<file path="config.mk">
export PLATFORM = sky130hd
export DESIGN_NAME = ps2_key_serializer
export DESIGN_NICKNAME = d
export VERILOG_FILES = /design/src/rtl/ps2_key_serializer.sv
export SDC_FILE = /design/constraint.sdc
export NUM_CORES = 1
export LEC_CHECK = 0
export ABC_AREA = 1
export BUFFER_PORTS_ARGS = -buffer_cell sky130_fd_sc_hd__buf_2
export CAP_MARGIN = 20
export CORE_UTILIZATION = 25
export CTS_CLUSTER_DIAMETER = 30
export DETAILED_ROUTE_END_ITERATION = 10
export PLACE_DENSITY = 0.46
export SKIP_LAST_GASP = 1
export SYNTH_ARGS = -nofsm -noshare
export SYNTH_HDL_FRONTEND = slang
export SYNTH_SLANG_ARGS = --single-unit
</file>
<file path="constraint.sdc">
create_clock -name clk_sys -period 6.9 [get_ports clk_sys]
set_clock_uncertainty 0.15 [all_clocks]
set_input_delay 1.035 -clock clk_sys [delete_from_list [all_inputs] [get_ports clk_sys]]
set_output_delay 1.035 -clock clk_sys [all_outputs]
set_load 0.02 [all_outputs]
</file>
<file path="src/rtl/ps2_key_serializer.sv">
// Device-side PS/2 keyboard transmitter: turns hps_io ps2_key toggle events into
// scan-code set 2 byte frames driven on open-collector style clock/data lines.
module ps2_key_serializer #(
  parameter int HALF_BIT   = 2000,
  parameter int GAP_CYCLES = 4000,
  parameter int FIFO_DEPTH = 16
) (
  input  logic                          clk_sys,
  input  logic                          reset_n,
  input  logic [10:0]                   ps2_key,
  input  logic                          ps2_clk_in,
  output logic                          ps2_clk_out,
  output logic                          ps2_data_out,
  output logic                          busy,
  output logic                          overflow,
  output logic [$clog2(FIFO_DEPTH):0]   fifo_count
);
  localparam int AW = $clog2(FIFO_DEPTH);
  localparam int CW = AW + 1;
  localparam int GW = (GAP_CYCLES > 1) ? $clog2(GAP_CYCLES) : 1;
  localparam logic [15:0] HB_LAST  = 16'(HALF_BIT - 1);
  localparam logic [GW-1:0] GAP_LAST = GW'(GAP_CYCLES - 1);

  typedef enum logic [1:0] {S_IDLE, S_BIT_HI, S_BIT_LO, S_GAP} state_e;

  logic              armed_q, key_prev_q, ovf_q, lo_q;
  logic [1:0]        sync_q;
  logic [2:0][7:0]   seq_buf_q, seq_buf_d;
  logic [1:0]        seq_cnt_q, seq_cnt_d, seq_len;
  logic [7:0]        mem [FIFO_DEPTH];
  logic [AW-1:0]     wr_ptr_q, rd_ptr_q;
  logic [CW-1:0]     cnt_q, cnt_d, free;
  state_e            state_q, state_d;
  logic [15:0]       hcnt_q, hcnt_d;
  logic [GW-1:0]     gcnt_q, gcnt_d;
  logic [3:0]        idx_q, idx_d;
  logic [10:0]       frm_q, frm_d;
  logic              evt, accept, push, pop, clk_s;
  logic [7:0]        head;

  assign clk_s = sync_q[1];
  assign head  = mem[rd_ptr_q];
  assign push  = (seq_cnt_q != 2'd0);

  // Event detect and enqueue sequencer: whole sequence is admitted or nothing is.
  always_comb begin
    evt       = armed_q && (ps2_key[10] != key_prev_q);
    seq_len   = 2'd1 + {1'b0, ps2_key[8]} + {1'b0, ~ps2_key[9]};
    free      = CW'(FIFO_DEPTH) - cnt_q;
    accept    = evt && (seq_cnt_q == 2'd0) && (free >= CW'(seq_len));
    seq_buf_d = seq_buf_q;
    seq_cnt_d = seq_cnt_q;
    if (push) begin
      seq_buf_d = {8'h00, seq_buf_q[2:1]};
      seq_cnt_d = seq_cnt_q - 2'd1;
    end
    if (accept) begin
      seq_cnt_d = seq_len;
      unique case ({ps2_key[8], ~ps2_key[9]})
        2'b11:   seq_buf_d = {ps2_key[7:0], 8'hF0, 8'hE0};
        2'b10:   seq_buf_d = {8'h00, ps2_key[7:0], 8'hE0};
        2'b01:   seq_buf_d = {8'h00, ps2_key[7:0], 8'hF0};
        default: seq_buf_d = {16'h0000, ps2_key[7:0]};
      endcase
    end
  end

  always_comb begin
    cnt_d = cnt_q;
    unique case ({push, pop})
      2'b10:   cnt_d = cnt_q + CW'(1);
      2'b01:   cnt_d = cnt_q - CW'(1);
      default: cnt_d = cnt_q;
    endcase
  end

  always_ff @(posedge clk_sys) begin
    if (push) mem[wr_ptr_q] <= seq_buf_q[0];
  end

  // TX next state; the head byte is popped only after its stop bit completes.
  always_comb begin
    state_d = state_q;
    hcnt_d  = hcnt_q;
    gcnt_d  = gcnt_q;
    idx_d   = idx_q;
    frm_d   = frm_q;
    pop     = 1'b0;
    unique case (state_q)
      S_IDLE: begin
        if ((cnt_q != '0) && clk_s) begin
          state_d = S_BIT_HI;
          hcnt_d  = '0;
          idx_d   = '0;
          frm_d   = {1'b1, ~^head, head, 1'b0};
        end
      end
      S_BIT_HI: begin
        if (!clk_s && lo_q && (idx_q <= 4'd9)) begin
          state_d = S_GAP;
          gcnt_d  = '0;
        end else if (hcnt_q == HB_LAST) begin
          state_d = S_BIT_LO;
          hcnt_d  = '0;
        end else begin
          hcnt_d = hcnt_q + 16'd1;
        end
      end
      S_BIT_LO: begin
        if (hcnt_q == HB_LAST) begin
          hcnt_d = '0;
          if (idx_q == 4'd10) begin
            pop     = 1'b1;
            state_d = S_GAP;
            gcnt_d  = '0;
          end else begin
            idx_d   = idx_q + 4'd1;
            state_d = S_BIT_HI;
          end
        end else begin
          hcnt_d = hcnt_q + 16'd1;
        end
      end
      default: begin
        // Gap only counts while the host leaves the clock line released.
        if (!clk_s) begin
          gcnt_d = '0;
        end else if (gcnt_q == GAP_LAST) begin
          if (cnt_q != '0) begin
            state_d = S_BIT_HI;
            hcnt_d  = '0;
            idx_d   = '0;
            frm_d   = {1'b1, ~^head, head, 1'b0};
          end else begin
            state_d = S_IDLE;
          end
        end else begin
          gcnt_d = gcnt_q + GW'(1);
        end
      end
    endcase
  end

  always_comb begin
    ps2_clk_out  = 1'b1;
    ps2_data_out = 1'b1;
    unique case (state_q)
      S_BIT_HI: ps2_data_out = frm_q[idx_q];
      S_BIT_LO: begin
        ps2_clk_out  = 1'b0;
        ps2_data_out = frm_q[idx_q];
      end
      default: ;
    endcase
  end

  always_ff @(posedge clk_sys or negedge reset_n) begin
    if (!reset_n) begin
      armed_q    <= 1'b0;
      key_prev_q <= 1'b0;
      ovf_q      <= 1'b0;
      lo_q       <= 1'b0;
      sync_q     <= 2'b11;
      seq_buf_q  <= '0;
      seq_cnt_q  <= 2'd0;
      wr_ptr_q   <= '0;
      rd_ptr_q   <= '0;
      cnt_q      <= '0;
      state_q    <= S_IDLE;
      hcnt_q     <= '0;
      gcnt_q     <= '0;
      idx_q      <= '0;
      frm_q      <= '1;
    end else begin
      armed_q    <= 1'b1;
      key_prev_q <= ps2_key[10];
      ovf_q      <= evt && !accept;
      sync_q     <= {sync_q[0], ps2_clk_in};
      lo_q       <= ~clk_s;
      seq_buf_q  <= seq_buf_d;
      seq_cnt_q  <= seq_cnt_d;
      if (push) wr_ptr_q <= wr_ptr_q + AW'(1);
      if (pop)  rd_ptr_q <= rd_ptr_q + AW'(1);
      cnt_q      <= cnt_d;
      state_q    <= state_d;
      hcnt_q     <= hcnt_d;
      gcnt_q     <= gcnt_d;
      idx_q      <= idx_d;
      frm_q      <= frm_d;
    end
  end

  assign overflow   = ovf_q;
  assign fifo_count = cnt_q;
  assign busy       = (state_q != S_IDLE) || push || (cnt_q != '0);

endmodule
</file>
==> metrics.cfg <==
[status]
status=finished, final reports clean

[worst_setup_path]
cpPeakStageDelay_ns=0.69
cp_top_family=simple AND/OR/NAND/NOR gates
critical_path_buf_inv_count=3
start_kind=register
crit_arrival_ns=3.75
path_class=reg2reg
rr_worst_depth=9
crit_cells=9
required_ns=7.19
path_max_fanout=21
reg2reg_to=seq_buf_q[15]
rrSetupSlack_ns=3.44
path_cells=inv_1 > ha_1 > inv_1 > nor2_1 > nand2_1 > nand2_1 > inv_1 > a21oi_1 > o21ai_0
crit_path_end_kind=register
cp_common_cell=inv_1
crit_path_top_delay_cell=ha_1
regToRegStartpoint=seq_cnt_q[0]

[synth]
yosys.area.top_type_share_pct=36.7
yosys-top-cells-count=nand2_1 (327), inv_1 (131), edfxtp_1 (128)
syn_area_per_cell_um2=9.36
async_reset_ff_share_pct=41.0
yosysUniqueCellTypes=49
synth_edf_count=128
syn_area_mm2=0.0105
ys_seq_elements=217
ys_seq_area_share_pct=58.2
synth.largest_area_cell=edfxtp_1
yosysMostFrequentCell=nand2_1
syn_nets=1160
yosysWarnings=0
ys.flop_type=edfxtp_1
syn_inst=1118
synth.area.top_cells=edfxtp_1 (37%), dfrtp_1 (18%), nand2_1 (12%)

[power]
max-vdd-ir-drop_mv=0.226
leakage_uw=0.00555
power_density_mw_per_mm2=427
total_power_uw=5530

[clock_network]
ctsHtreeMaxLevel=2
clockBufferDepth=3
cts_resized=0
cts_tree=done
numCtsBuffers=54
cts_sinks=217
holdBufCountCts=0
path_clk_slew_ns=0.05
clock_latency_ns=0.57
cts_setup_buffers=0
cts_root_buf=clkbuf_16

[hold_path]
hp-class=in2async

[routing]
routedWlPerCell_um=14.8
drc=0
wl_met1_um=12200
met2RoutedLength_um=12000
drt_iter0_drc=433
wl_met3_um=990
vias=7554
dr.pass1.iters=6
drtAntennaViolNets=0
top_layer_used=met4
wl_um=25700
vias_per_cell=4.34

[placed_design]
port_buffers=22
gp_congestion=0.767
post-dp-hpwl_um=16200

[timing]
setup_violations=0
slew_viol_final=0
rsz0062_at_grt=no
hold_viol_final=0
min_period_ns=3.46
max_freq_mhz=289
min_period_over_period_pct=50.2
worstMarginPinSlew_ns=0.898
fin_setup_tns_ns=0
max_slew_margin_pct=40.0
whs_ns=0.157

[die]
floorplan.initialDensity_pct=25.5
die_w_um=207
coreArea_mm2=0.0410
std_cell_rows=74
pin_count=23
die_h_um=207
dieArea_mm2=0.0427

[global_routing]
grt_pass1_vias=7576
antenna_found_initial=0
grt_max_degree=80
grt_pass1_wl_um=41600
track_usage_pct=12.5
gr-total-overflow=0

[job]
max-cap-violations=0

[cells_and_area]
antenna_cells=0
fin_util_pct=31.6
area_growth_pct=23.9
drive_above_1_share_pct=14.1
nets=1205

-- metrics by stage --
| stage | cell area, um2 | instances | worst slack (ns) |
|---|---|---|---|
| after detailed placement | 11000 | 1638 | 2.94 |
| final | 13000 | 1740 | 3.44 |
| after floorplan | 10500 | 1118 | 4.01 |
| after global placement | 11000 | 1638 | 3.00 |
| after global routing | 13000 | 1740 | 3.11 |
| after CTS | 12900 | 1739 | 3.35 |
-- report_power, final --
part / switching, uW / total, uW / internal [uW] / leakage, uW
clock: 806 / 2550 / 1740 / 0.000911
combinational: 741 / 1050 / 304 / 0.00229
sequential: 209 / 1940 / 1730 / 0.00234
total: 1760 / 5530 / 3770 / 0.00555
-- routing by layer --
layer,vias up,track usage (%)
met4,0,3.76
met5,-,0
met3,43,2.23
met2,134,20.3
li1,3800,-
met1,3577,16.8
-- sequential cells by signal, summed over array words and instances, names as in the netlist, 2 cells and up --
signal and count:
mem 128, wr_ptr_q 4, seq_cnt_q 2, gcnt_q 12, rd_ptr_q 4, fifo_count 5, frm_q 10, sync_q 2
hcnt_q 16, idx_q 4, state_q 2, seq_buf_q 24
-- layout make-up --
type                       instances  area (um2)
clock inverter                    34         429
tap                              532         666
clock buffer                      67        1470
multi-input combinational        715        3580
inverter                         149         564
sequential                       217        6090
fill                            4223       28100
timing repair buffer              26         163
-- how the worst max path moves through the flow --
| stage | from | endpoint | slack, ns |
|---|---|---|---|
| after floorplan | state_q[0] | fifo_count[4] | 4.01 |
| after global placement | ps2_key[8] | seq_buf_q[0] | 3.00 |
| after detailed placement | ps2_key[8] | seq_buf_q[0] | 2.94 |
| after CTS | seq_cnt_q[0] | seq_buf_q[15] | 3.35 |
| after global routing | seq_cnt_q[0] | seq_buf_q[12] | 3.11 |
| final | seq_cnt_q[0] | seq_buf_q[15] | 3.44 |
-- logic make-up after synthesis --
group | Yosys count | synth area share, %
flip-flops | 217 | 58.2
AO/OA/AOI/OAI | 134 | 7.70
XOR/XNOR | 15 | 1.26
AND/OR/NAND/NOR | 537 | 21.9
adder cells (fa/ha/maj) | 28 | 3.35
buffers and inverters | 186 | 7.60
other | 1 | 0.0359
-- cell usage in the layout (no fill, tap or decap), types with 5 or more instances in the layout --
master / synthesis / layout
o21ai_0: 49 / 49
inv_1: 131 / 130
nor3_1: 10 / 10
clkbuf_16: 0 / 54
clkbuf_1: 4 / 6
a21oi_1: 34 / 34
edfxtp_1: 128 / 128
inv_2: 15 / 16
o22ai_1: 10 / 10
o211ai_1: 8 / 8
inv_4: 2 / 5
dfstp_2: 12 / 12
nand2_1: 327 / 327
clkbuf_8: 0 / 7
ha_1: 28 / 28
nor2_1: 68 / 68
nand4_1: 6 / 6
bufinv_16: 0 / 6
o221ai_1: 8 / 8
clkinv_2: 0 / 9
nand3_1: 103 / 103
clkinvlp_4: 0 / 7
xor2_1: 13 / 13
buf_2: 19 / 21
dfrtp_1: 77 / 76
Power figures use the tool's default switching activity.
